==> src/rtl/ipm_red_mask_seq_if.sv <==
// ipm_red_mask_seq_if: request, randomness and result bundle for the IPM masking sequencer
interface ipm_red_mask_seq_if #(parameter int v = 4);
  logic               start;
  logic [127:0]       plaintext;
  logic [8*v-1:0]     L1;
  logic [8*v-1:0]     L2;
  logic [8*(v-2)-1:0] rnd_in;
  logic               rnd_valid;
  logic               rnd_ready;
  logic               busy;
  logic               done;
  logic [128*v-1:0]   masked_plaintext;
  modport master (
    output start, plaintext, L1, L2, rnd_in, rnd_valid,
    input  rnd_ready, busy, done, masked_plaintext
  );
  modport slave (
    input  start, plaintext, L1, L2, rnd_in, rnd_valid,
    output rnd_ready, busy, done, masked_plaintext
  );
endinterface

==> src/rtl/ipm_red_mask_seq.sv <==
// ipm_red_mask_seq: masks a 128-bit block one byte per fresh random word into redundant IPM shares (S, S^3)
module ipm_red_mask_seq #(parameter int v = 4) (
  input logic               clk,
  input logic               rst,
  ipm_red_mask_seq_if.slave bus
);
  typedef enum logic [1:0] {IDLE, MASK, DONE} state_t;
  state_t             state_q;
  logic [3:0]         cnt_q;
  logic [127:0]       pt_q;
  logic [8*(v-2)-1:0] l1_q;
  logic [8*(v-2)-1:0] l2_q;
  logic [128*v-1:0]   mp_q;
  logic               busy_q;
  logic               ready_q;
  logic               done_q;
  logic [7:0]         s;
  logic [7:0]         z0_d;
  logic [7:0]         z1_d;
  function automatic logic [7:0] gmul(input logic [7:0] a, input logic [7:0] b);
    logic [7:0] p;
    logic [7:0] x;
    p = 8'h00;
    x = a;
    for (int i = 0; i < 8; i++) begin
      p = p ^ (b[i] ? x : 8'h00);
      x = {x[6:0], 1'b0} ^ (x[7] ? 8'h1b : 8'h00);
    end
    return p;
  endfunction
  // shares 0 and 1 of the current byte; shares 0/1 of L1/L2 are the fixed unit vectors, so only j>=2 enter the sums
  always_comb begin
    s = pt_q[{cnt_q, 3'b000} +: 8];
    z0_d = s;
    z1_d = gmul(gmul(s, s), s);
    for (int j = 0; j < v - 2; j++) begin
      z0_d = z0_d ^ gmul(l1_q[8*j +: 8], bus.rnd_in[8*j +: 8]);
      z1_d = z1_d ^ gmul(l2_q[8*j +: 8], bus.rnd_in[8*j +: 8]);
    end
  end
  // sequencer: capture on start, one byte per valid random word, one-cycle done pulse
  always_ff @(posedge clk) begin
    if (rst) begin
      state_q <= IDLE;
      cnt_q   <= '0;
      pt_q    <= '0;
      l1_q    <= '0;
      l2_q    <= '0;
      mp_q    <= '0;
      busy_q  <= 1'b0;
      ready_q <= 1'b0;
      done_q  <= 1'b0;
    end else begin
      case (state_q)
        IDLE: if (bus.start) begin
          pt_q    <= bus.plaintext;
          l1_q    <= bus.L1[8*v-1:16];
          l2_q    <= bus.L2[8*v-1:16];
          cnt_q   <= '0;
          state_q <= MASK;
          busy_q  <= 1'b1;
          ready_q <= 1'b1;
        end
        MASK: if (bus.rnd_valid) begin
          mp_q[int'(cnt_q)*8*v +: 8*v] <= {bus.rnd_in, z1_d, z0_d};
          cnt_q <= (cnt_q == 4'd15) ? cnt_q : cnt_q + 4'd1;
          if (cnt_q == 4'd15) begin
            state_q <= DONE;
            busy_q  <= 1'b0;
            ready_q <= 1'b0;
            done_q  <= 1'b1;
          end
        end
        DONE: begin
          done_q  <= 1'b0;
          state_q <= IDLE;
        end
        default: state_q <= IDLE;
      endcase
    end
  end
  assign bus.busy             = busy_q;
  assign bus.rnd_ready        = ready_q;
  assign bus.done             = done_q;
  assign bus.masked_plaintext = mp_q;
endmodule

==> src/flat_wrapper.sv <==
// flat-port wrapper written by rule: the top's interface ports become plain ports
module ipm_red_mask_seq_flat 
#(parameter int v = 4)
  (clk, rst, bus_start, bus_plaintext, bus_L1, bus_L2, bus_rnd_in, bus_rnd_valid, bus_rnd_ready, bus_busy, bus_done, bus_masked_plaintext);
  ipm_red_mask_seq_if #(.v(v)) bus_i ();
  input logic clk;
  input logic rst;
  input wire logic [$bits(bus_i.start)-1:0] bus_start;
  input wire logic [$bits(bus_i.plaintext)-1:0] bus_plaintext;
  input wire logic [$bits(bus_i.L1)-1:0] bus_L1;
  input wire logic [$bits(bus_i.L2)-1:0] bus_L2;
  input wire logic [$bits(bus_i.rnd_in)-1:0] bus_rnd_in;
  input wire logic [$bits(bus_i.rnd_valid)-1:0] bus_rnd_valid;
  output wire logic [$bits(bus_i.rnd_ready)-1:0] bus_rnd_ready;
  output wire logic [$bits(bus_i.busy)-1:0] bus_busy;
  output wire logic [$bits(bus_i.done)-1:0] bus_done;
  output wire logic [$bits(bus_i.masked_plaintext)-1:0] bus_masked_plaintext;
  assign bus_i.start = bus_start;
  assign bus_i.plaintext = bus_plaintext;
  assign bus_i.L1 = bus_L1;
  assign bus_i.L2 = bus_L2;
  assign bus_i.rnd_in = bus_rnd_in;
  assign bus_i.rnd_valid = bus_rnd_valid;
  assign bus_rnd_ready = bus_i.rnd_ready;
  assign bus_busy = bus_i.busy;
  assign bus_done = bus_i.done;
  assign bus_masked_plaintext = bus_i.masked_plaintext;
  ipm_red_mask_seq #(.v(v)) u_core (.clk(clk), .rst(rst), .bus(bus_i));
endmodule
==> config.mk <==
export PLATFORM = sky130hd
export DESIGN_NAME = ipm_red_mask_seq_flat
export DESIGN_NICKNAME = d
export VERILOG_FILES = /design/src/rtl/ipm_red_mask_seq_if.sv /design/src/rtl/ipm_red_mask_seq.sv /design/src/flat_wrapper.sv
export SDC_FILE = /design/constraint.sdc
export NUM_CORES = 2
export LEC_CHECK = 0
export ABC_AREA = 1
export CAP_MARGIN = 20
export CORE_AREA = 2 2 281 283
export CTS_CLUSTER_SIZE = 30
export DETAILED_ROUTE_END_ITERATION = 7
export DIE_AREA = 0 0 283 285
export PLACE_DENSITY = 0.73
export SYNTH_ARGS = -nofsm -noshare
export SYNTH_HDL_FRONTEND = slang
export SYNTH_SLANG_ARGS = --single-unit
==> constraint.sdc <==
create_clock -name clk -period 6.25 [get_ports clk]
set_clock_uncertainty 0.1 [all_clocks]
set_input_delay 0.9375 -clock clk [delete_from_list [all_inputs] [get_ports clk]]
set_output_delay 0.9375 -clock clk [all_outputs]
set_load 0.005 [all_outputs]
Word level (Yosys, flattened, before mapping) --
Index checks and enable logic that the tools add are counted.
Cells by class: $add $sub $neg 2, equal/unequal tests 7, shift-type cells 3, multiplexer cells 106, bitwise logic cells 88, reductions and logical operators 9
Operators with widths (count):
- XOR 8 bit | 88
- bitwise mux 512 bit | 1
- variable shift 32 x 33 -> 512 bit (first input constant) | 1
- variable part select 32 x 33 -> 512 bit | 1
- 2-to-1 mux 8 bit | 48
- 2-to-1 mux 5 bit | 42
- variable part select 128 x 8 -> 8 bit | 1
- negator 9 -> 33 bit | 1
- 2-to-1 mux 4 bit | 3
- one-hot mux 4 bit (2 select lines) | 1
- AND reduction 4 bit | 2
- 2-to-1 mux 2 bit | 3
- != test 2 bit (second input constant) | 3
- AND reduction 3 bit | 2
- 2-to-1 mux 1 bit | 5
- adder 4 x 1 -> 4 bit (second input constant) | 1
- == test 4 bit (second input constant) | 1
- one-hot mux 1 bit (2 select lines) | 2
- one-hot mux 2 bit (2 select lines) | 1
- AND reduction 2 bit | 2
- nonzero test 2 bit | 2
- == test 2 x 1 -> 1 bit (second input constant) | 1
- == test 2 bit (second input constant) | 1
- logical NOT 2 bit | 1
- != test 2 x 1 -> 1 bit (second input constant) | 1
Word-level totals: register bits after elaboration 680, bits of input ports 212, output and inout bits 515, word-level logic and storage cells 223

Depth between registers and ports, before layout --
depth in word-level cells 37, depth in mapped cells 42

Worst setup path before layout --
OpenSTA, ideal clock, no wires.
kind flip-flop to flip-flop, from register u_core.cnt_q[0], to register u_core.mp_q[297], in the netlist u_core.bus.masked_plaintext[297], library setup time 127 ps, arrival 4301 ps, data required time 6023 ps, path slack 1722 ps, cell stages (with the launch flop) 39, clock period less this slack 4528 ps, cell sequence dfxtp_1 -> buf_6 -> buf_8 -> buf_6 -> nand2_1 -> nand3_1 -> nand2_1 -> nand2_1 -> nand3_1 -> nand2_2 -> buf_6 -> ha_1 -> clkbuf_1 -> inv_1 -> ha_1 -> xnor2_1 -> inv_1 -> nor2_1 -> [... 3 more ...] -> nand2_1 -> nand2_1 -> inv_2 -> nand2_2 -> nand2_1 -> nand2_2 -> nand2_4 -> xor2_1 -> nand2_1 -> or2_1 -> nand2_1 -> inv_1 -> nand2_2 -> nand2_1 -> nand2_1 -> nand2_4 -> nand3_4 -> a21oi_2
Between the ends: word-level cells in the longest chain between the ends 27, elaborated cells between the ends (all ways) 67, classes of those cells add/sub (1); shift (3); mux (31); bitwise (32)
Ends and longest elaborated chain:
- start, declared | line ipm_red_mask_seq.sv:9 | logic [3:0] cnt_q;
- start signal, assigned | line ipm_red_mask_seq.sv:66 | cnt_q <= (cnt_q == 4'd15) ? cnt_q : cnt_q + 4'd1;
- variable part select 128 x 8 -> 8 bit | line ipm_red_mask_seq.sv:33 | s = pt_q[{cnt_q, 3'b000} +: 8];
- 2-to-1 mux 5 bit or XOR 8 bit (tied branches) | line ipm_red_mask_seq.sv:27 | x = {x[6:0], 1'b0} ^ (x[7] ? 8'h1b : 8'h00);
- XOR 8 bit or 2-to-1 mux 5 bit (tied branches) | line ipm_red_mask_seq.sv:27
- XOR 8 bit (3 in series) | line ipm_red_mask_seq.sv:27
- 2-to-1 mux 5 bit or XOR 8 bit (tied branches) | line ipm_red_mask_seq.sv:27
- XOR 8 bit or 2-to-1 mux 5 bit (tied branches) | line ipm_red_mask_seq.sv:27
- XOR 8 bit | line ipm_red_mask_seq.sv:27
- XOR 8 bit or 2-to-1 mux 8 bit (tied branches) | line ipm_red_mask_seq.sv:27, ipm_red_mask_seq.sv:26
- [... 8 more ...]
- 2-to-1 mux 5 bit or XOR 8 bit (tied branches) | line ipm_red_mask_seq.sv:27
- XOR 8 bit or 2-to-1 mux 5 bit (tied branches) | line ipm_red_mask_seq.sv:27
- 2-to-1 mux 8 bit or XOR 8 bit (tied branches) | line ipm_red_mask_seq.sv:26, ipm_red_mask_seq.sv:27
- XOR 8 bit or 2-to-1 mux 8 bit (tied branches) | line ipm_red_mask_seq.sv:26 | p = p ^ (b[i] ? x : 8'h00);
- XOR 8 bit | line ipm_red_mask_seq.sv:26
- XOR 8 bit (2 in series) | line ipm_red_mask_seq.sv:38 | z1_d = z1_d ^ gmul(l2_q[8*j +: 8], bus.rnd_in[8*j +: 8]);
- variable part select 32 x 33 -> 512 bit | line ipm_red_mask_seq.sv:65 | mp_q[int'(cnt_q)*8*v +: 8*v] <= {bus.rnd_in, z1_d, z0_d};
- bitwise mux 512 bit (*) | line ipm_red_mask_seq.sv:65
- end signal, assigned by index | line ipm_red_mask_seq.sv:65
- end, declared | line ipm_red_mask_seq.sv:13 | logic [128*v-1:0] mp_q;
Mark *: on every way between the ends. The rest lies on a longest branch, timed or not. A chain may end at the register's enable or synchronous reset.

Worst setup path in the final report --
from register u_core.cnt_q[0], to register u_core.mp_q[299], in the netlist u_core.bus.masked_plaintext[299]
The elaborated chain is that of the path after synthesis.

==> results.sh <==
export IMPL_viasPerCell=5.38
export IMPL_place_inst=6020
export IMPL_fin_util_pct=55.4
export IMPL_ant_nets=0
export IMPL_cpMostUsedCell="nand2_1"
export IMPL_power_share_clock_pct=31.2
export IMPL_cp_start_kind="flop"
export IMPL_power_leakage_uw=0.0168
export IMPL_rsz0062_at_grt="false"
export IMPL_grt_pass1_vias=30900
export IMPL_synthFlopType="dfxtp_1"
export IMPL_setup_viol=0
export IMPL_end_kind="flop"
export IMPL_max_stage_delay_ps=420
export IMPL_grt_max_degree=159
export IMPL_p_per_area_nw_per_um2=357
export IMPL_cp_max_fo=61
export IMPL_crit_start="u_core.cnt_q[0]"
export IMPL_htreeDepth=3
export IMPL_syn_cell_area_sq_um=32800
export IMPL_peakVddDrop_mv=0.297
export IMPL_ys_ff_latch=680
export IMPL_dr_pass1_iters=5
export IMPL_place_ws_ps=844
export IMPL_routedWlPerCell_microns=21.8
export IMPL_min_delay_start="u_core.pt_q[31]"
export IMPL_placed_cell_area_sq_um=40400
export IMPL_hp_class="flop to flop"
export IMPL_synth_avg_cell_area_sq_um=7.26
export IMPL_post_cts_resized=0
export IMPL_clkTransAtPathRegs_ps=60
export IMPL_gp_congestion=0.942
export IMPL_internal_power_uw=9150
export IMPL_switching_power_uw=6290
export IMPL_synth_warnings=0
export IMPL_max_freq_mhz=179
export IMPL_slew_headroom_pct=31.3
export IMPL_grtUsageTotal_pct=32.0
export IMPL_cts_made_buffers=74
export IMPL_p_sw_share_pct=40.7
export IMPL_post_route_period_util_pct=89.2
export IMPL_rows=103
export IMPL_synth_cell_type_count=42
export IMPL_final_min_clock_period_ps=5580
export IMPL_drt_iter0_drc=3194
export IMPL_critical_path_required_ps=6720
export IMPL_vias=33200
export IMPL_num_nets_final=5272
export IMPL_status="complete, no violations"
export IMPL_area_growth_pct=31.7
export IMPL_drc=0
export IMPL_tightestPinTransition_ps=1020
export IMPL_wl_microns=134000
export IMPL_hpwlAfterDp_microns=98300
export IMPL_cts_tree="built"
export IMPL_die_h_microns=285
export IMPL_path_class="flop to flop"
export IMPL_max_cap_viol_count=0
export IMPL_setup_ws_ps=673
export IMPL_worst_skew_pair_late_latency_ps=660
export IMPL_grt_pass1_wl_microns=197000
export IMPL_port_buffers=694
export IMPL_synth_edff_count=0
export IMPL_design_area_sq_um=43200
export IMPL_cts_hold_buf=0
export IMPL_power_frac_seq_pct=29.3
export IMPL_ys_seq_area_share_pct=41.5
export IMPL_syn_nets=4744
export IMPL_cpMaxStageDelayCell="dfxtp_4"
export IMPL_syn_inst=4519
export IMPL_r2r_start="u_core.cnt_q[0]"
export IMPL_async_flop_share_pct=0
export IMPL_p_comb_share_pct=39.4
export IMPL_finalSetupTns_ps=0
export IMPL_design_core_area_sq_um=78000
export IMPL_slew_violations=0
export IMPL_drive_gt1_share_pct=6.81
export IMPL_hold_violations=0
export IMPL_antenna_found_initial=15
export IMPL_die_area_sq_um=80700
export IMPL_cts_setup_buffers=0
export IMPL_final_cells=6168
export IMPL_cts_buffer_depth=3
export IMPL_cts_sinks=680
export IMPL_worstPathArrival_ps=6050
export IMPL_root_buffer="clkbuf_16"
export IMPL_ioPinCount=727
export IMPL_overflow=0
export IMPL_die_w_microns=283
export IMPL_start_util_pct=42.1
==> sequential cells by signal (all words and copies together), names as in the netlist <==
signal and cells:
u_core.bus.busy 1, u_core.bus.done 1, u_core.bus.masked_plaintext 512, u_core.cnt_q 4, u_core.l1_q 16, u_core.l2_q 16, u_core.pt_q 128, u_core.state_q 2
==> logic make-up (layout without fill, tap and decap cells) <==
logic type               Yosys count  count (layout)  share of synthesized area (%)
buffers and inverters            627            1215                           7.77
AO/OA/AOI/OAI                   1231            1231                           19.5
adder cells (fa/ha/maj)           13              13                          0.496
flip-flops                       680             680                           41.5
AND/OR/NAND/NOR                 1615            1615                           21.2
other                              0              11                              0
XOR/XNOR                         353             353                           9.53
==> worst max-delay path, delay by kind of cell, from the launching register on <==
family                     cells  cell delay (ps)
xor gates and xnor gates       1              220
DFF                            1              420
AOI/OAI and AO/OA              2              410
adders and majority gates      2              730
and+or+nand+nor               23             2990
buffers and inverters          5              530
==> worst paths after layout <==
kind / cells after the start / slack, ps / to
max: 33 / 670 / u_core.bus.masked_plaintext[299]
min: 2 / 350 / u_core.pt_q[31]
max reg2reg: 33 / 670 / u_core.bus.masked_plaintext[299]
min reg2reg: 2 / 350 / u_core.pt_q[31]
==> area by class of cell <==
class / instances / area, sq um
Tap cell: 1050 / 1310
Antenna cell: 11 / 27.5
Clock buffer: 110 / 2210
Inverter: 306 / 1160
Timing Repair Buffer: 773 / 7610
Fill cell: 7244 / 34800
Clock inverter: 26 / 485
Sequential cell: 680 / 13600
Multi-Input combinational cell: 3212 / 16800
==> power by group through the flow <==
stage | logic, uW | clock network, uW | registers (uW)
floorplan | 3890 | 0 | 4590
global placement | 5900 | 0 | 4620
detailed placement | 5960 | 0 | 4620
CTS | 5980 | 4840 | 4530
global route | 6560 | 5030 | 4540
finish | 6090 | 4820 | 4530
==> per-layer routing <==
layer	track usage (%)	wire [microns]	vias to the layer above
met2	50.4	60000	1471
met1	41.3	55800	15600
met4	14.8	6710	2
met3	7.82	11800	304
met5	0	18	-
li1	-	-	15800
==> cell usage after synthesis, types with 2 or more instances <==
| library cell | number | area, sq um |
|---|---|---|
| a211oi_1 | 49 | 368 |
| a21oi_1 | 548 | 2740 |
| a21oi_2 | 24 | 210 |
| a31oi_1 | 15 | 93.8 |
| buf_1 | 13 | 48.8 |
| buf_2 | 31 | 155 |
| buf_4 | 13 | 97.6 |
| buf_6 | 12 | 135 |
| clkbuf_1 | 251 | 942 |
| clkinv_1 | 4 | 15.0 |
| dfxtp_1 | 680 | 13600 |
| ha_1 | 13 | 163 |
| inv_1 | 290 | 1090 |
| inv_2 | 10 | 37.5 |
| inv_4 | 2 | 12.5 |
| nand2_1 | 811 | 3040 |
| nand2_2 | 35 | 219 |
| nand2_4 | 7 | 78.8 |
| nand3_1 | 266 | 1330 |
| nand3_2 | 16 | 160 |
| nand3_4 | 6 | 105 |
| nand3b_1 | 10 | 75.1 |
| nand4_1 | 6 | 37.5 |
| nand4_2 | 6 | 75.1 |
| nor2_1 | 396 | 1490 |
| nor2_2 | 5 | 31.3 |
| nor3_1 | 29 | 145 |
| o211ai_2 | 2 | 25.0 |
| o21ai_0 | 589 | 2950 |
| o21ai_1 | 3 | 15.0 |
| or2_1 | 10 | 62.6 |
| or2_2 | 9 | 56.3 |
| xnor2_1 | 181 | 1590 |
| xor2_1 | 169 | 1480 |
==> cells in the final DEF, fill, tap and decap left out, drive strengths merged <==
master         instances
dfxtp                680
clkbuf               110
or2                   20
nor3                  29
buf                   80
clkdlybuf4s50        693
o21ai                592
nor2                 402
nand3                288
nand4                 12
nand3b                11
bufinv                 9
xnor2                183
inv                  306
ha                    13
xor2                 170
clkinvlp               1
o211ai                 2
clkinv                16
a21oi                572
nand2                853
a31oi                 15
diode                 11
a211oi                49
o21bai                 1
==> through the flow <==
stage	hold slack [ps]	total power (uW)
6_report	349	15400
3_5_place_dp	344	10600
4_1_cts	353	15400
2_1_floorplan	329	8480
3_3_place_gp	340	10500
5_1_grt	365	16100
(Power assumes the default switching activity.)
